## config.mk

```make
export PLATFORM = sky130hd
export DESIGN_NAME = icache_dm
export DESIGN_NICKNAME = d
export VERILOG_FILES = /design/src/rtl/cache_pkg.sv /design/src/rtl/icache_tag_array.sv /design/src/rtl/icache_dm.sv
export SDC_FILE = /design/constraint.sdc
export NUM_CORES = 2
export LEC_CHECK = 0
export BUFFER_PORTS_ARGS = -buffer_cell sky130_fd_sc_hd__buf_4
export CAP_MARGIN = 20
export CORE_AREA = 3 3 588 590
export CTS_CLUSTER_SIZE = 24
export DETAILED_ROUTE_END_ITERATION = 10
export DIE_AREA = 0 0 591 593
export PLACE_DENSITY = 0.71
export SLEW_MARGIN = 20
export SYNTH_ARGS = -nofsm -noshare
export SYNTH_HDL_FRONTEND = slang
export SYNTH_HIERARCHICAL = 1
export SYNTH_MEMORY_MAX_BITS = 65536
export SYNTH_SLANG_ARGS = --single-unit
```

## constraint.sdc

```tcl
create_clock -name i_clk -period 4.2 [get_ports i_clk]
set_input_delay 0.63 -clock i_clk [delete_from_list [all_inputs] [get_ports i_clk]]
set_output_delay 0.63 -clock i_clk [all_outputs]
set_load 0.01 [all_outputs]
```

## src/rtl/cache_pkg.sv

```systemverilog
// Shared definitions for the direct-mapped instruction cache: FSM encoding,
// default geometry and address-field helpers.
package cache_pkg;

  localparam int unsigned DefNumSets      = 32;
  localparam int unsigned DefWordsPerLine = 4;

  typedef enum logic [1:0] {
    StIdle = 2'd0,
    StReq  = 2'd1,
    StFill = 2'd2
  } cache_state_e;

  function automatic int unsigned off_width(input int unsigned words_per_line);
    return $clog2(words_per_line);
  endfunction

  function automatic int unsigned idx_width(input int unsigned num_sets);
    return $clog2(num_sets);
  endfunction

  // Lowest address bit of the set index.
  function automatic int unsigned idx_lsb(input int unsigned words_per_line);
    return 2 + $clog2(words_per_line);
  endfunction

  // Lowest address bit of the tag.
  function automatic int unsigned tag_lsb(input int unsigned num_sets,
                                          input int unsigned words_per_line);
    return 2 + $clog2(words_per_line) + $clog2(num_sets);
  endfunction

  function automatic int unsigned tag_width(input int unsigned addr_w,
                                            input int unsigned num_sets,
                                            input int unsigned words_per_line);
    return addr_w - tag_lsb(num_sets, words_per_line);
  endfunction

endpackage

```

## src/rtl/icache_tag_array.sv

```systemverilog
// Valid bits and tag store for icache_dm: combinational lookup/compare, line
// validation on fill completion and whole-cache invalidation.
module icache_tag_array
  import cache_pkg::*;
#(
  parameter int unsigned NUM_SETS       = DefNumSets,
  parameter int unsigned WORDS_PER_LINE = DefWordsPerLine,
  parameter int unsigned ADDR_W         = 32,
  localparam int unsigned IDX_W = idx_width(NUM_SETS),
  localparam int unsigned TAG_W = tag_width(ADDR_W, NUM_SETS, WORDS_PER_LINE)
) (
  input  logic             i_clk,
  input  logic             i_rst_n,
  input  logic [IDX_W-1:0] i_lookup_idx,
  input  logic [TAG_W-1:0] i_lookup_tag,
  output logic             o_match,
  input  logic             i_fill_we,
  input  logic             i_fill_set_valid,
  input  logic [IDX_W-1:0] i_fill_idx,
  input  logic [TAG_W-1:0] i_fill_tag,
  input  logic             i_clear_all
);

  logic [NUM_SETS-1:0] valid_q, valid_d;
  logic [TAG_W-1:0]    tag_q [NUM_SETS];

  assign o_match = valid_q[i_lookup_idx] && (tag_q[i_lookup_idx] == i_lookup_tag);

  // Invalidation wins over a same-cycle fill so a pending flush leaves the new line invalid.
  always_comb begin
    valid_d = valid_q;
    if (i_clear_all) begin
      valid_d = '0;
    end else if (i_fill_we && i_fill_set_valid) begin
      valid_d[i_fill_idx] = 1'b1;
    end
  end

  always_ff @(posedge i_clk or negedge i_rst_n) begin
    if (!i_rst_n) begin
      valid_q <= '0;
    end else begin
      valid_q <= valid_d;
    end
  end

  always_ff @(posedge i_clk) begin
    if (i_fill_we) begin
      tag_q[i_fill_idx] <= i_fill_tag;
    end
  end

endmodule

```

## src/rtl/icache_dm.sv

```systemverilog
// Direct-mapped read-only instruction cache with line refill over a request/beat
// handshake. Define ICACHE_PERF_EN to add hit/miss performance counters.
module icache_dm
  import cache_pkg::*;
#(
  parameter int unsigned NUM_SETS       = DefNumSets,
  parameter int unsigned WORDS_PER_LINE = DefWordsPerLine,
  parameter int unsigned ADDR_W         = 32
) (
  input  logic              i_clk,
  input  logic              i_rst_n,
  input  logic [ADDR_W-1:0] i_req_addr,
  input  logic              i_req_ren,
  input  logic              i_flush,
  output logic [31:0]       o_rdata,
  output logic              o_stall,
  output logic              o_mem_ren,
  output logic [ADDR_W-1:0] o_mem_addr,
  input  logic              i_mem_ready,
  input  logic              i_mem_valid,
  input  logic [31:0]       i_mem_rdata
`ifdef ICACHE_PERF_EN
  ,
  output logic [31:0]       o_hit_cnt,
  output logic [31:0]       o_miss_cnt
`endif
);

  localparam int unsigned OFF_W   = off_width(WORDS_PER_LINE);
  localparam int unsigned IDX_W   = idx_width(NUM_SETS);
  localparam int unsigned TAG_W   = tag_width(ADDR_W, NUM_SETS, WORDS_PER_LINE);
  localparam int unsigned IDX_LSB = idx_lsb(WORDS_PER_LINE);
  localparam int unsigned TAG_LSB = tag_lsb(NUM_SETS, WORDS_PER_LINE);
  localparam logic [OFF_W-1:0] LastBeat = OFF_W'(WORDS_PER_LINE - 1);

  cache_state_e      state_q;
  logic [IDX_W-1:0]  fill_idx_q;
  logic [TAG_W-1:0]  fill_tag_q;
  logic [OFF_W-1:0]  cnt_q;
  logic              flush_pend_q;
  logic              mem_ren_q;
  logic [ADDR_W-1:0] mem_addr_q;

  logic [OFF_W-1:0]  req_off;
  logic [IDX_W-1:0]  req_idx;
  logic [TAG_W-1:0]  req_tag;
  logic              tag_match, hit, miss;
  logic              beat, last_beat, pend_now, clear_all;

  logic [31:0] data_q [NUM_SETS][WORDS_PER_LINE];

  assign req_off = i_req_addr[IDX_LSB-1:2];
  assign req_idx = i_req_addr[TAG_LSB-1:IDX_LSB];
  assign req_tag = i_req_addr[ADDR_W-1:TAG_LSB];

  // A flush in IDLE forces a miss so the request never sees a line being invalidated.
  assign hit  = i_req_ren && tag_match && (state_q == StIdle) && !i_flush;
  assign miss = i_req_ren && (state_q == StIdle) && !hit;

  assign o_stall    = (state_q != StIdle) || (i_req_ren && !hit);
  assign o_rdata    = data_q[req_idx][req_off];
  assign o_mem_ren  = mem_ren_q;
  assign o_mem_addr = mem_addr_q;

  assign beat      = (state_q == StFill) && i_mem_valid;
  assign last_beat = beat && (cnt_q == LastBeat);
  assign pend_now  = flush_pend_q || i_flush;
  assign clear_all = ((state_q == StIdle) && i_flush) || (last_beat && pend_now);

  icache_tag_array #(
    .NUM_SETS      (NUM_SETS),
    .WORDS_PER_LINE(WORDS_PER_LINE),
    .ADDR_W        (ADDR_W)
  ) u_tag_array (
    .i_clk           (i_clk),
    .i_rst_n         (i_rst_n),
    .i_lookup_idx    (req_idx),
    .i_lookup_tag    (req_tag),
    .o_match         (tag_match),
    .i_fill_we       (last_beat),
    .i_fill_set_valid(!pend_now),
    .i_fill_idx      (fill_idx_q),
    .i_fill_tag      (fill_tag_q),
    .i_clear_all     (clear_all)
  );

  always_ff @(posedge i_clk) begin
    if (beat) begin
      data_q[fill_idx_q][cnt_q] <= i_mem_rdata;
    end
  end

  always_ff @(posedge i_clk or negedge i_rst_n) begin
    if (!i_rst_n) begin
      state_q      <= StIdle;
      fill_idx_q   <= '0;
      fill_tag_q   <= '0;
      cnt_q        <= '0;
      flush_pend_q <= 1'b0;
      mem_ren_q    <= 1'b0;
      mem_addr_q   <= '0;
    end else begin
      unique case (state_q)
        StIdle: begin
          if (miss) begin
            fill_idx_q   <= req_idx;
            fill_tag_q   <= req_tag;
            mem_addr_q   <= {i_req_addr[ADDR_W-1:IDX_LSB], {IDX_LSB{1'b0}}};
            mem_ren_q    <= 1'b1;
            flush_pend_q <= 1'b0;
            state_q      <= StReq;
          end
        end
        StReq: begin
          cnt_q <= '0;
          if (i_flush) begin
            flush_pend_q <= 1'b1;
          end
          if (i_mem_ready) begin
            mem_ren_q <= 1'b0;
            state_q   <= StFill;
          end
        end
        StFill: begin
          if (i_flush) begin
            flush_pend_q <= 1'b1;
          end
          if (beat) begin
            cnt_q <= cnt_q + OFF_W'(1);
            if (last_beat) begin
              cnt_q        <= '0;
              flush_pend_q <= 1'b0;
              state_q      <= StIdle;
            end
          end
        end
        default: state_q <= StIdle;
      endcase
    end
  end

`ifdef ICACHE_PERF_EN
  logic [31:0] hit_cnt_q, miss_cnt_q;

  always_ff @(posedge i_clk or negedge i_rst_n) begin
    if (!i_rst_n) begin
      hit_cnt_q  <= '0;
      miss_cnt_q <= '0;
    end else begin
      if (hit) begin
        hit_cnt_q <= hit_cnt_q + 32'd1;
      end
      if (miss) begin
        miss_cnt_q <= miss_cnt_q + 32'd1;
      end
    end
  end

  assign o_hit_cnt  = hit_cnt_q;
  assign o_miss_cnt = miss_cnt_q;
`endif

endmodule
```

==> impl_table.tex <==
\begin{tabular}{lr}
\hline
Metric & Value \\
\hline
\multicolumn{2}{l}{\textbf{Placement}} \\
\quad Half-perimeter wire length of the detailed placement result & 264,000 um \\
\quad Global placer's final weighted congestion & 0.848 \\
\quad Inst Count DP & 12,400 \\
\quad Worst Setup Slack post-DPL & -755 ps \\
\quad Port Buffer Count & 129 \\
\multicolumn{2}{l}{\textbf{GRT}} \\
\quad GRT met3 Usage & 0.0751 \\
\quad Global-route wire length before repair & 698,000 um \\
\quad Total congestion overflow & 0 \\
\quad Initial antenna violation count & 32 \\
\quad Layer with the highest usage after global routing & met2 \\
\quad Total global-route track usage & 0.285 \\
\quad Pin count of the biggest net entering global routing & 101 \\
\quad Number of global-route vias before repair & 91,000 \\
\quad Grt met1 use & 0.394 \\
\quad GRT met2 Usage & 0.447 \\
\multicolumn{2}{l}{\textbf{Timing}} \\
\quad Slew Limit Headroom & 0.223 \\
\quad Shortest clock period the worst path allows after layout & 4700 ps \\
\quad Final number of max-transition violations & 0 \\
\quad Worst slew pin tran & 1170 ps \\
\quad Count of endpoints failing setup in the final report & 33 \\
\quad Final hold slack & 57.3 ps \\
\quad Share of the clock period used by the worst path & 1.12 \\
\quad Maximum achievable frequency & 213 MHz \\
\quad RSZ-0062 raised after global routing & true \\
\quad Setup ws final & -498 ps \\
\quad Count of final hold-check violations & 0 \\
\quad Worst setup skew after layout & 66.9 ps \\
\multicolumn{2}{l}{\textbf{Layout}} \\
\quad Layout cells sized above 1 & 0.364 \\
\quad Layout Utilization & 0.640 \\
\quad Non-filler cells, final & 13,500 \\
\quad Area added between synthesis and finish & 16.3\% \\
\quad Fill cell total of the finished layout & 21,000 \\
\quad Post-layout net count & 8,583 \\
\multicolumn{2}{l}{\textbf{Detailed routing}} \\
\quad Via Count & 91,000 \\
\quad Final routed wirelength across all metal layers & 502,000 um \\
\quad Number of detailed-route iterations in the first pass & 6 \\
\quad Post-detailed-route count of antenna-violating nets & 0 \\
\quad Wire per inst & 37.3 um \\
\quad Drt initial violations & 13,900 \\
\quad Final routed DRC violation total & 0 \\
\quad Vias per Instance & 6.76 \\
\multicolumn{2}{l}{\textbf{Critical path}} \\
\quad Critical Path Most Common Cell & sky130\_fd\_sc\_hd\_\_buf\_4 \\
\quad Endpoint kind of the worst setup timing path & output port \\
\quad Maximum fanout along the worst path & 2 \\
\quad Crit path max-delay cell type & sky130\_fd\_sc\_hd\_\_mux4\_2 \\
\quad Slowest Stage Delay on Critical Path & 510 ps \\
\quad Path type of the worst setup path & reg -> out \\
\quad CP delay by family, top & compound AO/OA/AOI/OAI gates \\
\quad Required time of the critical path & 3570 ps \\
\quad Setup slack on the worst flop-to-flop path & 120 ps \\
\quad Buf+Inv Stages, Crit Path & 4 \\
\quad CP arrival & 4070 ps \\
\quad R2r startpoint & u\_tag\_array/tag\_q[19][14] \\
\quad CP Cell Sequence & mux4\_2 > mux2i\_4 > o22ai\_2 > a2111oi\_4 > buf\_4 > xnor2\_4 > nor4\_4 > buf\_4 > o21ai\_2 > nor4\_2 > nand2b\_1 > a21boi\_2 > inv\_2 > buf\_6 \\
\quad Crit path from & u\_tag\_array/tag\_q[19][14] \\
\quad Critical Path Start Type & register \\
\multicolumn{2}{l}{\textbf{Synthesis}} \\
\quad Area contributors post-synth & sky130\_fd\_sc\_hd\_\_edfxtp\_1 77\%, sky130\_fd\_sc\_hd\_\_mux4\_2 18\%, sky130\_fd\_sc\_hd\_\_dfrtp\_1 0.88\% \\
\quad Sequential element share of the synthesized area & 0.783 \\
\quad Avg Inst Size Synth & 24.7 um2 \\
\quad Number of synthesized register bits & 4,898 \\
\quad Most frequent cells after synthesis & 4,832 x sky130\_fd\_sc\_hd\_\_edfxtp\_1, 1,498 x sky130\_fd\_sc\_hd\_\_mux4\_2, 219 x sky130\_fd\_sc\_hd\_\_nor2\_1 \\
\quad Number of distinct library cells after synthesis & 60 \\
\quad Post-synth design cell area & 0.187 mm2 \\
\quad Post-synth top area cell & sky130\_fd\_sc\_hd\_\_edfxtp\_1 \\
\quad Yosys synthesis warning count & 6 \\
\quad Cells after Synth & 7,576 \\
\quad Number of enable-type register cells in the synthesized netlist & 4,832 \\
\quad Async SR Flop Fraction & 0.0135 \\
\quad Most used flip-flop cell after synthesis & sky130\_fd\_sc\_hd\_\_edfxtp\_1 \\
\quad Top-count cell post-synth & sky130\_fd\_sc\_hd\_\_edfxtp\_1 \\
\quad Area share of the largest cell type after synthesis & 0.775 \\
\multicolumn{2}{l}{\textbf{Min path}} \\
\quad Class of the worst hold path & in -> reg \\
\quad Source of the worst hold timing path & i\_mem\_rdata[13] \\
\multicolumn{2}{l}{\textbf{Power and ir drop}} \\
\quad Max VDD drop & 768 uV \\
\quad Share of total power consumed by net switching & 0.226 \\
\quad Cell Pwr Density & 479 mW/mm2 \\
\quad Static leakage power & 68.7 nW \\
\quad Pint & 80.8 mW \\
\quad Sequential share of power & 0.540 \\
\quad Combinational fraction of design power & 0.072 \\
\quad Power Total & 104 mW \\
\quad Part of the total power dissipated in the clock network & 0.388 \\
\quad Net switching power & 23.6 mW \\
\multicolumn{2}{l}{\textbf{Die}} \\
\quad Die X-Extent & 591 um \\
\quad Die area & 0.350 mm2 \\
\quad I/O pin cnt & 136 \\
\quad Core Box Area & 0.340 mm2 \\
\quad Number of rows created at floorplan & 214 \\
\quad Initial core utilization & 0.550 \\
\quad Die Height & 593 um \\
\multicolumn{2}{l}{\textbf{Clocking}} \\
\quad Clock net sink count & 4,898 \\
\quad Total CTS buffers & 466 \\
\quad Clock network latency to the later pin of the worst-skew pair & 1020 ps \\
\quad Number of levels the H-tree was split into & 5 \\
\quad Clock slew at reported path FFs & 60 ps \\
\quad Bufs on Longest Clock Path & 4 \\
\quad CTS tree & built \\
\quad Root buffer cell & sky130\_fd\_sc\_hd\_\_clkbuf\_16 \\
\multicolumn{2}{l}{\textbf{Status}} \\
\quad Result of the run & finished, violations left \\
\quad Violations in the final reports & setup timing \\
\multicolumn{2}{l}{\textbf{Flow run}} \\
\quad Maximum capacitance violations & 0 \\
\hline
\end{tabular}
-- cell families (layout without fill, tap and decap cells) --
kind of cell             after synthesis  after routing  share of synthesized area
flip-flops                          4898           4898                      0.783
multiplexers                        1657           1657                      0.189
buffers and inverters                419           1740                    0.00985
AND/OR/NAND/NOR                      395            395                    0.00943
AO/OA/AOI/OAI                        168            168                    0.00621
XOR/XNOR                              28             28                    0.00131
adder cells (fa/ha/maj)               10             10                   0.000668
other                                  1             18                  0.0000200
-- area by class of cell --
| class | instances | area (um2) | share of cell area |
|---|---|---|---|
| Antenna cell | 14 | 35.0 | 0.000161 |
| Sequential cell | 4898 | 147000 | 0.673 |
| Timing Repair Buffer | 864 | 10500 | 0.0480 |
| Clock inverter | 285 | 2410 | 0.0111 |
| Multi-Input combinational cell | 2262 | 40300 | 0.185 |
| Tap cell | 4536 | 5680 | 0.0260 |
| Clock buffer | 580 | 12200 | 0.0562 |
| Inverter | 11 | 41.3 | 0.000189 |
-- stage by stage --
stage	cell area [um2]	setup TNS (ps)
6_report	218000	-8340
5_1_grt	218000	-8760
4_1_cts	217000	-16370
3_5_place_dp	199000	-24000
3_3_place_gp	199000	-25380
2_1_floorplan	187000	0
-- state kept, by name, indices dropped and copies added (netlist names) --
register             cells
cnt_q                    2
data_q                4096
fill_idx_q               4
fill_tag_q              23
flush_pend_q             1
o_mem_addr               1
o_mem_ren                1
state_q                  2
u_tag_array/tag_q      736
u_tag_array/valid_q     32
-- cells in the final DEF (no fill, tap or decap), types with 29 or more instances in the layout --
master	n
sky130_fd_sc_hd__a21oi_1	39
sky130_fd_sc_hd__buf_12	136
sky130_fd_sc_hd__buf_16	64
sky130_fd_sc_hd__buf_4	519
sky130_fd_sc_hd__buf_6	73
sky130_fd_sc_hd__bufinv_16	29
sky130_fd_sc_hd__clkbuf_1	104
sky130_fd_sc_hd__clkbuf_16	498
sky130_fd_sc_hd__clkinv_1	125
sky130_fd_sc_hd__clkinv_2	96
sky130_fd_sc_hd__dfrtp_1	59
sky130_fd_sc_hd__edfxtp_1	4832
sky130_fd_sc_hd__mux2_4	36
sky130_fd_sc_hd__mux2i_1	93
sky130_fd_sc_hd__mux4_2	1498
sky130_fd_sc_hd__nand2_1	66
sky130_fd_sc_hd__nor2_1	59
sky130_fd_sc_hd__nor2_4	160
-- power groups by stage --
stage / registers (mW) / logic [mW] / clock network (mW)
floorplan: 56.9 / 3.29 / 0
global placement: 57.2 / 6.61 / 0
detailed placement: 57.4 / 6.77 / 0
CTS: 56.3 / 7.22 / 40.8
global route: 56.5 / 7.84 / 42.8
finish: 56.3 / 7.55 / 40.5
-- metal layers --
metal | up-vias | routed length, um
li1 | 34800 | -
met1 | 48600 | 175000
met2 | 6571 | 240000
met3 | 1017 | 66500
met4 | 16 | 19700
met5 | - | 128
-- final timing paths --
path / endpoint / depth (start not counted)
max in group asynchronous: fill_tag_q[13] / 2
worst max-delay path: o_stall / 14
worst min-delay path: data_q[2][13] / 1
worst min register to register: u_tag_array/valid_q[4] / 2
min in group asynchronous: fill_tag_q[5] / 2
worst max register to register: fill_tag_q[19] / 18
-- repair_timing --
action                                  CTS  global route
gates cloned                             33            30
hold buffers                             27             0
endpoints found under the setup margin   35            62
gates resized for setup                 198            65
pin swaps                                 8             3
endpoints found under the hold margin    92             0
buffers inserted                         51            46
Power figures use the tool's default switching activity.
